**config.mk**
```make
export PLATFORM = sky130hd
export DESIGN_NAME = trap_sequencer_flat
export DESIGN_NICKNAME = d
export VERILOG_FILES = /design/src/rtl/trap_sequencer_pkg.sv /design/src/rtl/trap_sequencer_if.sv /design/src/rtl/trap_sequencer_irq_sync.sv /design/src/rtl/trap_sequencer.sv /design/src/flat_wrapper.sv
export SDC_FILE = /design/constraint.sdc
export NUM_CORES = 1
export LEC_CHECK = 0
export ABC_AREA = 1
export CORE_AREA = 2 2 114 116
export DETAILED_ROUTE_END_ITERATION = 12
export DIE_AREA = 0 0 116 118
export DONT_BUFFER_PORTS = 1
export GPL_TIMING_DRIVEN = 0
export SKIP_LAST_GASP = 1
export SLEW_MARGIN = 20
export SYNTH_ARGS = -nofsm -noshare
export SYNTH_HDL_FRONTEND = slang
export SYNTH_SLANG_ARGS = --single-unit
```
**constraint.sdc**
```tcl
create_clock -name clk -period 1.6 [get_ports clk]
set_input_delay 0.08 -clock clk [delete_from_list [all_inputs] [get_ports clk]]
set_output_delay 0.08 -clock clk [all_outputs]
set_load 0.05 [all_outputs]
```
**src/rtl/trap_sequencer_pkg.sv**
```systemverilog
// Shared types and constants for the trap sequencer: FSM states, CSR addresses,
// cause codes, mstatus/mie bit positions and the mstatus rewrite helpers.
package trap_sequencer_pkg;

  typedef enum logic [2:0] {
    ST_IDLE      = 3'd0,
    ST_W_MEPC    = 3'd1,
    ST_W_MCAUSE  = 3'd2,
    ST_W_MSTATUS = 3'd3,
    ST_REDIRECT  = 3'd4
  } state_e;

  localparam logic [11:0] CSR_MSTATUS = 12'h300;
  localparam logic [11:0] CSR_MIE     = 12'h304;
  localparam logic [11:0] CSR_MTVEC   = 12'h305;
  localparam logic [11:0] CSR_MEPC    = 12'h341;
  localparam logic [11:0] CSR_MCAUSE  = 12'h342;

  localparam logic [31:0] CAUSE_EXT_IRQ   = 32'h8000_000B;
  localparam logic [31:0] CAUSE_TIMER_IRQ = 32'h8000_0007;
  localparam logic [31:0] CAUSE_ILLEGAL   = 32'h0000_0002;
  localparam logic [31:0] CAUSE_ECALL     = 32'h0000_000B;

  localparam int MSTATUS_MIE    = 3;
  localparam int MSTATUS_MPIE   = 7;
  localparam int MSTATUS_MPP_LO = 11;
  localparam int MSTATUS_MPP_HI = 12;
  localparam int MIE_MTIE       = 7;
  localparam int MIE_MEIE       = 11;

  // Trap entry: stash MIE into MPIE, disable interrupts, record machine mode.
  function automatic logic [31:0] trap_mstatus(input logic [31:0] ms);
    logic [31:0] r;
    r = ms;
    r[MSTATUS_MPIE] = ms[MSTATUS_MIE];
    r[MSTATUS_MIE]  = 1'b0;
    r[MSTATUS_MPP_HI:MSTATUS_MPP_LO] = 2'b11;
    return r;
  endfunction

  function automatic logic [31:0] mret_mstatus(input logic [31:0] ms);
    logic [31:0] r;
    r = ms;
    r[MSTATUS_MIE]  = ms[MSTATUS_MPIE];
    r[MSTATUS_MPIE] = 1'b1;
    return r;
  endfunction

endpackage

```
**src/rtl/trap_sequencer_if.sv**
```systemverilog
// Pipeline-side bundle of the trap sequencer: instruction boundary, decode flags,
// interrupt lines, CSR read values, datapath write request and arbitrated outputs.
interface trap_sequencer_if;
  import trap_sequencer_pkg::*;

  // instr_valid offers an instruction each cycle; stall=1 is the only backpressure:
  // while stall is high the sequencer ignores the offer and the pipeline must hold.
  logic        instr_valid;
  logic [31:0] pc;
  logic        ecall;
  logic        mret;
  logic        illegal;
  logic        irq_ext;
  logic        irq_timer;
  logic [31:0] mstatus_in;
  logic [31:0] mie_in;
  logic [31:0] mtvec_in;
  logic [31:0] mepc_in;
  logic        dp_wcsr_n;
  logic [11:0] dp_waddr;
  logic [31:0] dp_wdata;
  logic        wcsr_n;
  logic [11:0] wr1_addr;
  logic [31:0] data1_in;
  logic        stall;
  logic        redirect;
  logic [31:0] redirect_pc;
  state_e      dbg_state;

  modport slave (
    input  instr_valid, pc, ecall, mret, illegal, irq_ext, irq_timer,
    input  mstatus_in, mie_in, mtvec_in, mepc_in, dp_wcsr_n, dp_waddr, dp_wdata,
    output wcsr_n, wr1_addr, data1_in, stall, redirect, redirect_pc, dbg_state
  );

  modport master (
    output instr_valid, pc, ecall, mret, illegal, irq_ext, irq_timer,
    output mstatus_in, mie_in, mtvec_in, mepc_in, dp_wcsr_n, dp_waddr, dp_wdata,
    input  wcsr_n, wr1_addr, data1_in, stall, redirect, redirect_pc, dbg_state
  );
endinterface

```
**src/rtl/trap_sequencer_irq_sync.sv**
```systemverilog
// Multi-flop synchronizer for one asynchronous level interrupt line, cleared by reset.
module irq_sync #(
  parameter int DEPTH = 2
) (
  input  logic clk,
  input  logic reset_x,
  input  logic async_i,
  output logic sync_o
);
  logic [DEPTH-1:0] sync_q;

  always_ff @(posedge clk or negedge reset_x) begin
    if (!reset_x) sync_q <= '0;
    else          sync_q <= {sync_q[DEPTH-2:0], async_i};
  end

  assign sync_o = sync_q[DEPTH-1];
endmodule

```
**src/rtl/trap_sequencer.sv**
```systemverilog
// Trap/mret sequencer: serialises mepc/mcause/mstatus writes onto the single CSR
// write port, then redirects the PC. Define TRAP_VECTORED_EN for vectored interrupts.
module trap_sequencer
  import trap_sequencer_pkg::*;
#(
  parameter int IRQ_SYNC_STAGES = 2
) (
  input logic              clk,
  input logic              reset_x,
  trap_sequencer_if.slave  bus
);

  state_e      state_q, state_d;
  logic [31:0] cause_q, cause_d;
  logic [31:0] pc_q, pc_d;
  logic [31:0] target_q, target_d;
  logic        mret_q, mret_d;

  logic        ext_sync, timer_sync;
  logic        take_ext, take_timer;
  logic        evt, evt_mret;
  logic [31:0] evt_cause;
  logic [31:0] base, trap_tgt;

  logic        stall, redirect, wcsr_n;
  logic [31:0] redirect_pc, wdata;
  logic [11:0] waddr;

  irq_sync #(.DEPTH(IRQ_SYNC_STAGES)) u_sync_ext (
    .clk(clk), .reset_x(reset_x), .async_i(bus.irq_ext), .sync_o(ext_sync)
  );

  irq_sync #(.DEPTH(IRQ_SYNC_STAGES)) u_sync_timer (
    .clk(clk), .reset_x(reset_x), .async_i(bus.irq_timer), .sync_o(timer_sync)
  );

  assign take_ext   = bus.mstatus_in[MSTATUS_MIE] & bus.mie_in[MIE_MEIE] & ext_sync;
  assign take_timer = bus.mstatus_in[MSTATUS_MIE] & bus.mie_in[MIE_MTIE] & timer_sync;

  always_comb begin
    evt       = 1'b1;
    evt_mret  = 1'b0;
    evt_cause = '0;
    if (take_ext)         evt_cause = CAUSE_EXT_IRQ;
    else if (take_timer)  evt_cause = CAUSE_TIMER_IRQ;
    else if (bus.illegal) evt_cause = CAUSE_ILLEGAL;
    else if (bus.ecall)   evt_cause = CAUSE_ECALL;
    else if (bus.mret)    evt_mret  = 1'b1;
    else                  evt       = 1'b0;
  end

  assign base = {bus.mtvec_in[31:2], 2'b00};
`ifdef TRAP_VECTORED_EN
  // Only interrupts vector; exceptions always land on the base address.
  assign trap_tgt = (evt_cause[31] && bus.mtvec_in[1:0] == 2'b01)
                  ? base + {evt_cause[29:0], 2'b00} : base;
`else
  assign trap_tgt = base;
`endif

  always_comb begin
    state_d     = state_q;
    cause_d     = cause_q;
    pc_d        = pc_q;
    target_d    = target_q;
    mret_d      = mret_q;
    stall       = 1'b0;
    redirect    = 1'b0;
    redirect_pc = '0;
    wcsr_n      = 1'b1;
    waddr       = '0;
    wdata       = '0;
    case (state_q)
      ST_IDLE: begin
        if (bus.instr_valid && evt) begin
          stall    = 1'b1;
          cause_d  = evt_cause;
          pc_d     = bus.pc;
          mret_d   = evt_mret;
          target_d = evt_mret ? bus.mepc_in : trap_tgt;
          state_d  = evt_mret ? ST_W_MSTATUS : ST_W_MEPC;
        end else begin
          wcsr_n = bus.dp_wcsr_n;
          waddr  = bus.dp_waddr;
          wdata  = bus.dp_wdata;
        end
      end
      ST_W_MEPC: begin
        stall   = 1'b1;
        wcsr_n  = 1'b0;
        waddr   = CSR_MEPC;
        wdata   = pc_q;
        state_d = ST_W_MCAUSE;
      end
      ST_W_MCAUSE: begin
        stall   = 1'b1;
        wcsr_n  = 1'b0;
        waddr   = CSR_MCAUSE;
        wdata   = cause_q;
        state_d = ST_W_MSTATUS;
      end
      ST_W_MSTATUS: begin
        stall   = 1'b1;
        wcsr_n  = 1'b0;
        waddr   = CSR_MSTATUS;
        wdata   = mret_q ? mret_mstatus(bus.mstatus_in) : trap_mstatus(bus.mstatus_in);
        state_d = ST_REDIRECT;
      end
      ST_REDIRECT: begin
        stall       = 1'b1;
        redirect    = 1'b1;
        redirect_pc = target_q;
        state_d     = ST_IDLE;
      end
      default: state_d = ST_IDLE;
    endcase
    // Outputs must show reset values while reset is held, not forwarded dp writes.
    if (!reset_x) begin
      stall       = 1'b0;
      redirect    = 1'b0;
      redirect_pc = '0;
      wcsr_n      = 1'b1;
      waddr       = '0;
      wdata       = '0;
    end
  end

  always_ff @(posedge clk or negedge reset_x) begin
    if (!reset_x) begin
      state_q  <= ST_IDLE;
      cause_q  <= '0;
      pc_q     <= '0;
      target_q <= '0;
      mret_q   <= 1'b0;
    end else begin
      state_q  <= state_d;
      cause_q  <= cause_d;
      pc_q     <= pc_d;
      target_q <= target_d;
      mret_q   <= mret_d;
    end
  end

  assign bus.stall       = stall;
  assign bus.redirect    = redirect;
  assign bus.redirect_pc = redirect_pc;
  assign bus.wcsr_n      = wcsr_n;
  assign bus.wr1_addr    = waddr;
  assign bus.data1_in    = wdata;
  assign bus.dbg_state   = state_q;

endmodule

```
**src/flat_wrapper.sv**
```systemverilog
// flat-port wrapper written by rule: the top's interface ports become plain ports
module trap_sequencer_flat import trap_sequencer_pkg::*;
#(
  parameter int IRQ_SYNC_STAGES = 2
)
  (clk, reset_x, bus_instr_valid, bus_pc, bus_ecall, bus_mret, bus_illegal, bus_irq_ext, bus_irq_timer, bus_mstatus_in, bus_mie_in, bus_mtvec_in, bus_mepc_in, bus_dp_wcsr_n, bus_dp_waddr, bus_dp_wdata, bus_wcsr_n, bus_wr1_addr, bus_data1_in, bus_stall, bus_redirect, bus_redirect_pc, bus_dbg_state);
  trap_sequencer_if bus_i ();
  input logic clk;
  input logic reset_x;
  input wire logic [$bits(bus_i.instr_valid)-1:0] bus_instr_valid;
  input wire logic [$bits(bus_i.pc)-1:0] bus_pc;
  input wire logic [$bits(bus_i.ecall)-1:0] bus_ecall;
  input wire logic [$bits(bus_i.mret)-1:0] bus_mret;
  input wire logic [$bits(bus_i.illegal)-1:0] bus_illegal;
  input wire logic [$bits(bus_i.irq_ext)-1:0] bus_irq_ext;
  input wire logic [$bits(bus_i.irq_timer)-1:0] bus_irq_timer;
  input wire logic [$bits(bus_i.mstatus_in)-1:0] bus_mstatus_in;
  input wire logic [$bits(bus_i.mie_in)-1:0] bus_mie_in;
  input wire logic [$bits(bus_i.mtvec_in)-1:0] bus_mtvec_in;
  input wire logic [$bits(bus_i.mepc_in)-1:0] bus_mepc_in;
  input wire logic [$bits(bus_i.dp_wcsr_n)-1:0] bus_dp_wcsr_n;
  input wire logic [$bits(bus_i.dp_waddr)-1:0] bus_dp_waddr;
  input wire logic [$bits(bus_i.dp_wdata)-1:0] bus_dp_wdata;
  output wire logic [$bits(bus_i.wcsr_n)-1:0] bus_wcsr_n;
  output wire logic [$bits(bus_i.wr1_addr)-1:0] bus_wr1_addr;
  output wire logic [$bits(bus_i.data1_in)-1:0] bus_data1_in;
  output wire logic [$bits(bus_i.stall)-1:0] bus_stall;
  output wire logic [$bits(bus_i.redirect)-1:0] bus_redirect;
  output wire logic [$bits(bus_i.redirect_pc)-1:0] bus_redirect_pc;
  output wire logic [$bits(bus_i.dbg_state)-1:0] bus_dbg_state;
  assign bus_i.instr_valid = bus_instr_valid;
  assign bus_i.pc = bus_pc;
  assign bus_i.ecall = bus_ecall;
  assign bus_i.mret = bus_mret;
  assign bus_i.illegal = bus_illegal;
  assign bus_i.irq_ext = bus_irq_ext;
  assign bus_i.irq_timer = bus_irq_timer;
  assign bus_i.mstatus_in = bus_mstatus_in;
  assign bus_i.mie_in = bus_mie_in;
  assign bus_i.mtvec_in = bus_mtvec_in;
  assign bus_i.mepc_in = bus_mepc_in;
  assign bus_i.dp_wcsr_n = bus_dp_wcsr_n;
  assign bus_i.dp_waddr = bus_dp_waddr;
  assign bus_i.dp_wdata = bus_dp_wdata;
  assign bus_wcsr_n = bus_i.wcsr_n;
  assign bus_wr1_addr = bus_i.wr1_addr;
  assign bus_data1_in = bus_i.data1_in;
  assign bus_stall = bus_i.stall;
  assign bus_redirect = bus_i.redirect;
  assign bus_redirect_pc = bus_i.redirect_pc;
  assign bus_dbg_state = bus_i.dbg_state;
  trap_sequencer #(.IRQ_SYNC_STAGES(IRQ_SYNC_STAGES)) u_core (.clk(clk), .reset_x(reset_x), .bus(bus_i));
endmodule
```
==> results of run 1 <==
==> cells by family after synthesis <==
family                 count (synthesis)  share of synthesized area, %
flip-flops                            77                          42.1
AO/OA/AOI/OAI                         82                          10.6
AND/OR/NAND/NOR                      416                          36.7
buffers and inverters                103                          10.5
==> worst register-to-register path, stage by stage, from the launching register on <==
cell and delay [ns]:
dfrtp_4 0.60, nor2_4 0.19, nand2_4 0.08, clkinv_4 0.06, buf_6 0.11, buf_6 0.09
buf_6 0.08, buf_6 0.08, buf_6 0.10, nand2_8 0.07, buf_8 0.15, buf_12 0.13
buf_4 0.13, nand2_1 0.04, o21ai_1 0.05
==> power by group <==
group | internal, mW | leakage, nW | total (mW) | switching (mW)
sequential | 2.83 | 0.956 | 3.70 | 0.868
clock | 1.08 | 0.129 | 1.87 | 0.788
combinational | 3.67 | 2.52 | 9.20 | 5.53
==> layout make-up <==
| class | instances | area, µm² | area share (%) |
|---|---|---|---|
| clock inverters | 2 | 10.0 | 0.120 |
| plain buffers | 36 | 403 | 4.83 |
| well taps | 172 | 215 | 2.58 |
| repair buffers | 148 | 1680 | 20.1 |
| flip-flops and latches | 77 | 1940 | 23.2 |
| multi-input cells | 498 | 3580 | 42.9 |
| inverters | 64 | 264 | 3.16 |
| clock buffers | 13 | 250 | 3.00 |
==> cells in the final DEF (no fill, tap or decap), types with 3 or more instances in the layout <==
| cell | count |
|---|---|
| clkbuf_16 | 12 |
| inv_1 | 57 |
| a21oi_4 | 35 |
| dfrtp_4 | 3 |
| nand2_2 | 35 |
| buf_4 | 18 |
| nand2_4 | 22 |
| clkbuf_2 | 3 |
| nor2_4 | 43 |
| dfrtp_1 | 74 |
| o21ai_0 | 5 |
| nor2_1 | 26 |
| nor3_1 | 3 |
| dlygate4sd3_1 | 99 |
| nand2_1 | 237 |
| inv_6 | 3 |
| nand3_2 | 12 |
| buf_8 | 14 |
| nand2_8 | 3 |
| clkbuf_1 | 6 |
| nand3_4 | 27 |
| buf_12 | 9 |
| buf_2 | 7 |
| buf_16 | 7 |
| a22oi_1 | 23 |
| o21ai_1 | 11 |
| buf_6 | 21 |
==> registers in the layout (all words and copies together) (netlist names) <==
name,cells
u_core.target_q,32
u_core.bus.dbg_state,3
u_core.u_sync_timer.sync_q,2
u_core.u_sync_ext.sync_q,2
u_core.pc_q,32
u_core.cause_q,5
u_core.mret_q,1
==> through the flow <==
step	instances	cell area [µm²]	TNS, ns
CTS	997	7730	-48.13
detailed placement	850	5400	-29.94
global placement	850	5400	-26.05
finish	1010	8340	-66.22
floorplan	678	5190	-4.63
global route	1010	8340	-73.01
==> path summary, 6_finish.rpt <==
check | start | endpoint | slack [ns] | cells past startpoint
setup / recovery | u_core.bus.dbg_state[0] | bus_data1_in[24] | -0.56 | 7
hold / removal | reset_x | u_core.pc_q[0] | -0.57 | 0
setup reg to reg | u_core.bus.dbg_state[0] | u_core.target_q[0] | -0.49 | 14
hold reg to reg | u_core.u_sync_ext.sync_q[0] | u_core.u_sync_ext.sync_q[1] | 0.35 | 0
max in group asynchronous | reset_x | u_core.target_q[26] | 2.04 | 0
min in group clk | bus_illegal | u_core.cause_q[1] | 0.02 | 4
==> per-layer routing <==
metal | share of wire, % | track usage (%) | wire (µm)
met4 | 3.3 | 11.5 | 646
met2 | 53 | 48.8 | 10300
met3 | 7.0 | 6.33 | 1360
met1 | 37 | 30.2 | 7110
met5 | 0 | 0 | 0
==> timing repair <==
item,in CTS,in global routing
pin swaps,47,77
cloned,10,4
endpoints found under the hold margin,145,77
resized for setup,155,137
setup endpoints to repair,145,151
buffers inserted,25,12
==> out/results.txt, run 1 <==
clock-pin slew on the worst setup and hold paths: 0.06 ns
Fillers: 939
Mapped Area: 0.00457 mm²
synth cell count leaders: nand2_1 (293), dfrtp_1 (77), nor2_1 (67)
gr ovfl total: 0
status: complete, but fails checks
width of the die: 116 µm
asr flop ratio synth: 100%
Critical Path RT: 1.52 ns
Clock Root Buffer: clkbuf_16
most common cell in the netlist: nand2_1
port bufs: 0
Final setup viols: 150
overall power: 14.8 mW
Critical Path Fanout Max: 7
Hold WC Path Type: primary input to async pin
slowest CP cell: dfrtp_4
layout cells sized above 1: 34.6%
gate count of the mapped netlist: 678
router iterations before antenna repair: 5
Fin. Hold Viols: 77
max frequency: 463 MHz
first-pass GRT wire length: 28800 µm
CP Capture Type: output pin
# diodes: 0
area grow syn2layout: 82.5%
setup slack after layout: -0.561 ns
largest net degree at the start of global routing: 83
CTS tree: done
vias in the first global route: 5475
Num CTS Buffers: 9
initial core utilization: 36.8%
Pins Over Slew Limit: 0
DRT iter0 DRCs: 406
CP top delay family: flip-flops
vias: 5305
Clock Path Buffers: 2
failing checks: negative hold slack, negative setup slack
Syn. warnings: 0
post-synthesis sequential area ratio: 42.1%
Setup CP Type: register to output pin
Clock Latency Late Sink: 0.34 ns
synth unique cells: 24
CP bufs+invs: 3
Crit path arrival time: 2.08 ns
die area: 0.0137 mm²
number of synthesized flops with an enable pin: 0
RSZ-0062 raised after global routing: yes
CP cell instances: nor2_4, nand2_4, clkinv_4, buf_12, clkbuf_16, nand3_2, a21oi_4
core area: 0.0124 mm²
Syn Nets: 891
clk sinks: 77
clk_skew: 0.00300 ns
worst slew pin tran: 1.11 ns
crit start category: register
nets: 1047
P per Cell Area: 1770 mW/mm²
max_cap viols: 0
maximum vdd drop: 0.000624 V
Leak: 3.60 nW
Die Y: 118 µm
cell taking the most area after synthesis: dfrtp_1
worst stage delay on the critical path: 0.60 ns
initial antenna violation count: 0
Synth Register Bits: 77
Top FF cell, synth: dfrtp_1
I/O pins: 295
routed length per instance: 19.3 µm
fin util: 67.2%
Total Routing Usage GR: 27.2%
syn avg cell area: 6.74 µm²
H-tree depth: 3
Post-DP HPWL: 11700 µm
post-synth top area share: 42.1%
top post-synthesis cells by area: dfrtp_1 (42%), nand2_1 (24%), nor2_1 (5.5%), inv_1 (4.8%), a21oi_1 (4.3%)
Final GP Congestion: 0.806
Slew HR: 25.7%
CTS Hold Buffers Added: 99
fin crit period: 2.16 ns
vias per inst: 5.25
fin crit share: 135%
DRC errors left: 0
Total Wirelength: 19500 µm
site row count: 41
antenna-violating nets left: 0
dpl ws: -0.422 ns
final hold slack: -0.568 ns
Note: power is estimated with default switching activity, not from simulation.
==> inputs of run 2 (changes only) <==
Settings changed: ABC_AREA 1 to 0, CTS_BUF_LIST set to sky130_fd_sc_hd__clkbuf_4.
==> out/results.txt, run 2 <==
number of cells on the critical path: 6 (was 7)
width of the die: 116 µm (unchanged)
CP cell instances: a22oi_2, a21o_4, buf_4, clkbuf_8, nand3_1, a21oi_4 (was nor2_4, nand2_4, clkinv_4, buf_12, clkbuf_16, nand3_2, a21oi_4)
gate count of the mapped netlist: 440 (was 678)
core area: 0.0124 mm² (unchanged)
gr ovfl total: 0 (unchanged)
vias per inst: 5.53 (was 5.25)
Fillers: 1018 (was 939)
Die Y: 118 µm (unchanged)
I/O pins: 295 (unchanged)
Total Routing Usage GR: 23.6% (was 27.2%)
Final Cell Area: 0.00731 mm² (was 0.00834 mm²)
Final GP Congestion: 0.772 (was 0.806)
worst slew pin tran: 0.772 ns (was 1.11 ns)
Pins Over Slew Limit: 0 (unchanged)
Syn. warnings: 0 (unchanged)
P per Cell Area: 1710 mW/mm² (was 1770 mW/mm²)
initial antenna violation count: 1 (was 0)
setup slack after layout: -0.633 ns (was -0.561 ns)
CP Capture Type: output pin (unchanged)
asr flop ratio synth: 100% (unchanged)
cell taking the most area after synthesis: dfrtp_1 (unchanged)
syn avg cell area: 9.75 µm² (was 6.74 µm²)
most common cell in the netlist: dfrtp_1 (was nand2_1)
fin crit period: 2.23 ns (was 2.16 ns)
synth cell count leaders: dfrtp_1 (77), a21oi_1 (58), nor2_1 (37) (was nand2_1 (293), dfrtp_1 (77), nor2_1 (67))
RSZ-0062 raised after global routing: yes (unchanged)
clk sinks: 77 (unchanged)
final hold slack: -0.700 ns (was -0.568 ns)
CP top delay family: compound AO/OA/AOI/OAI gates (was flip-flops)
Critical Path Fanout Max: 5 (was 7)
die area: 0.0137 mm² (unchanged)
Syn Nets: 653 (was 891)
Cells after DPL: 612 (was 850)
Leak: 2.70 nW (was 3.60 nW)
vias: 4226 (was 5305)
CTS Hold Buffers Added: 103 (was 99)
port bufs: 0 (unchanged)
Largest regs: u_core.pc_q (32), u_core.target_q (32), u_core.cause_q (5) (unchanged)
TNS Setup: -75.06 ns (was -66.22 ns)
Post-DP HPWL: 10900 µm (was 11700 µm)
post-synth top area share: 44.9% (was 42.1%)
Num CTS Buffers: 9 (unchanged)
Mapped Area: 0.00429 mm² (was 0.00457 mm²)
Clock Root Buffer: clkbuf_4 (was clkbuf_16)
most frequent cells in the layout: dlygate4sd3_1 (103), dfrtp_1 (74), and2_4 (33), mux2_2 (33), nor2_1 (31) (was nand2_1 (237), dlygate4sd3_1 (99), dfrtp_1 (74))
Fin. Hold Viols: 78 (was 77)
area grow syn2layout: 70.3% (was 82.5%)
failing checks: negative hold slack, negative setup slack (unchanged)
top post-synthesis cells by area: dfrtp_1 (45%), mux2_2 (9.4%), mux2i_1 (7.2%), a21oi_1 (6.8%), a22oi_1 (5.2%) (was dfrtp_1 (42%), nand2_1 (24%), nor2_1 (5.5%), inv_1 (4.8%), a21oi_1 (4.3%))
synth unique cells: 32 (was 24)
Clock Latency Late Sink: 0.45 ns (was 0.34 ns)
dpl ws: -0.715 ns (was -0.422 ns)
Hold WC Path Type: primary input to async pin (unchanged)
Crit path arrival time: 2.15 ns (was 2.08 ns)
slowest CP cell: dfrtp_1 (was dfrtp_4)
DRT iter0 DRCs: 223 (was 406)
worst stage delay on the critical path: 0.43 ns (was 0.60 ns)
DRC errors left: 0 (unchanged)
antenna-violating nets left: 0 (unchanged)
R2R depth: 5 (was 14)
max frequency: 448 MHz (was 463 MHz)
layout cells sized above 1: 45.3% (was 34.6%)
Critical Path RT: 1.52 ns (about the same)
vias in the first global route: 4474 (was 5475)
initial core utilization: 34.6% (was 36.8%)
overall power: 12.5 mW (was 14.8 mW)
Synth Register Bits: 77 (unchanged)
Final setup viols: 150 (unchanged)
Area after DPL: 0.00508 mm² (was 0.00540 mm²)
Top FF cell, synth: dfrtp_1 (unchanged)
max_cap viols: 0 (unchanged)
routed length per instance: 23.0 µm (was 19.3 µm)
status: complete, but fails checks (unchanged)
final non-filler cell total: 764 (was 1010)
H-tree depth: 3 (unchanged)
router iterations before antenna repair: 4 (was 5)
crit start category: register (unchanged)
nets: 800 (was 1047)
number of synthesized flops with an enable pin: 0 (unchanged)
CP bufs+invs: 2 (was 3)
Setup CP Type: register to output pin (unchanged)
site row count: 41 (unchanged)
fin crit share: 140% (was 135%)
most common cell after layout, fill and taps aside: dlygate4sd3_1 (was nand2_1)
post-synthesis sequential area ratio: 44.9% (was 42.1%)
maximum vdd drop: 0.000735 V (was 0.000624 V)
Total Wirelength: 17600 µm (was 19500 µm)
largest net degree at the start of global routing: 82 (was 83)
Slew HR: 47.8% (was 25.7%)
Clock Path Buffers: 2 (unchanged)
clk_skew: 0.0129 ns (was 0.00300 ns)
CTS tree: done (unchanged)
first-pass GRT wire length: 24300 µm (was 28800 µm)
clock-pin slew on the worst setup and hold paths: 0.13 ns (was 0.06 ns)
[run 2: area by class of cell]
| type | count | area [µm²] | area share [%] |
|---|---|---|---|
| clock inverters | 6 | 31.3 | 0.428 |
| repair buffers | 137 | 1440 | 19.7 |
| inverters | 8 | 35.0 | 0.479 |
| clock buffers | 9 | 67.6 | 0.925 |
| plain buffers | 34 | 571 | 7.81 |
| diodes | 1 | 2.50 | 0.0342 |
| flip-flops and latches | 77 | 1940 | 26.5 |
| multi-input cells | 320 | 3000 | 41.1 |
| well taps | 172 | 215 | 2.95 |
[run 2: worst register-to-register path, stage by stage, from the launching register on]
cell	delay, ns
dfrtp_4	0.62
or3_4	0.45
a211oi_4	0.27
buf_6	0.18
buf_4	0.20
mux2_2	0.36
[run 2: final timing paths]
check                                                end                          start  slack [ns]
min in group clk                      u_core.cause_q[31]                  bus_mie_in[7]       -0.03
max in group asynchronous        u_core.bus.dbg_state[2]                        reset_x        2.14
hold reg to reg            u_core.u_sync_timer.sync_q[1]  u_core.u_sync_timer.sync_q[0]        0.37
hold / removal                       u_core.target_q[10]                        reset_x       -0.70
setup / recovery                         bus_data1_in[6]    u_core.u_sync_ext.sync_q[1]       -0.63
setup reg to reg                         u_core.pc_q[12]        u_core.bus.dbg_state[2]       -0.58
[run 2: routing by layer]
metal | vias up | wire [µm] | GRT usage, %
li1 | 1886 | - | -
met1 | 2074 | 6400 | 25.4
met2 | 241 | 9310 | 41.8
met3 | 25 | 1450 | 6.75
met4 | 0 | 410 | 11.2
met5 | - | 0 | 0
[run 2: logic make-up (layout without fill, tap and decap cells)]
group                  Yosys count  in the layout  synth area share [%]
AO/OA/AOI/OAI                  122            122                  18.2
buffers and inverters           43            194                  4.75
flip-flops                      77             77                  44.9
multiplexers                    67             67                  16.7
other                            0              1                     0
AND/OR/NAND/NOR                131            131                  15.4
[run 2: per-stage QoR]
step                      hold WS [ns]  util [%]
after detailed placement        -0.213      40.9
after global routing            -0.746      58.9
after floorplan                 -0.216         -
final                           -0.700      58.9
after CTS                       -0.743      54.5
after global placement          -0.213      40.9
[run 2: what timing repair did]
item                                   CTS  global route
pin swaps                               37            42
setup endpoints to repair              151           150
gates resized for setup                105            92
endpoints found under the hold margin  149            79
buffers inserted                        15             6
cloned                                   5             8
[run 2: power by group]
| part | total, mW | internal, mW | switching [mW] |
|---|---|---|---|
| Combinational | 7.80 | 3.25 | 4.54 |
| Sequential | 3.69 | 2.89 | 0.799 |
| Clock | 1.02 | 0.295 | 0.723 |
| Total | 12.5 | 6.44 | 6.07 |
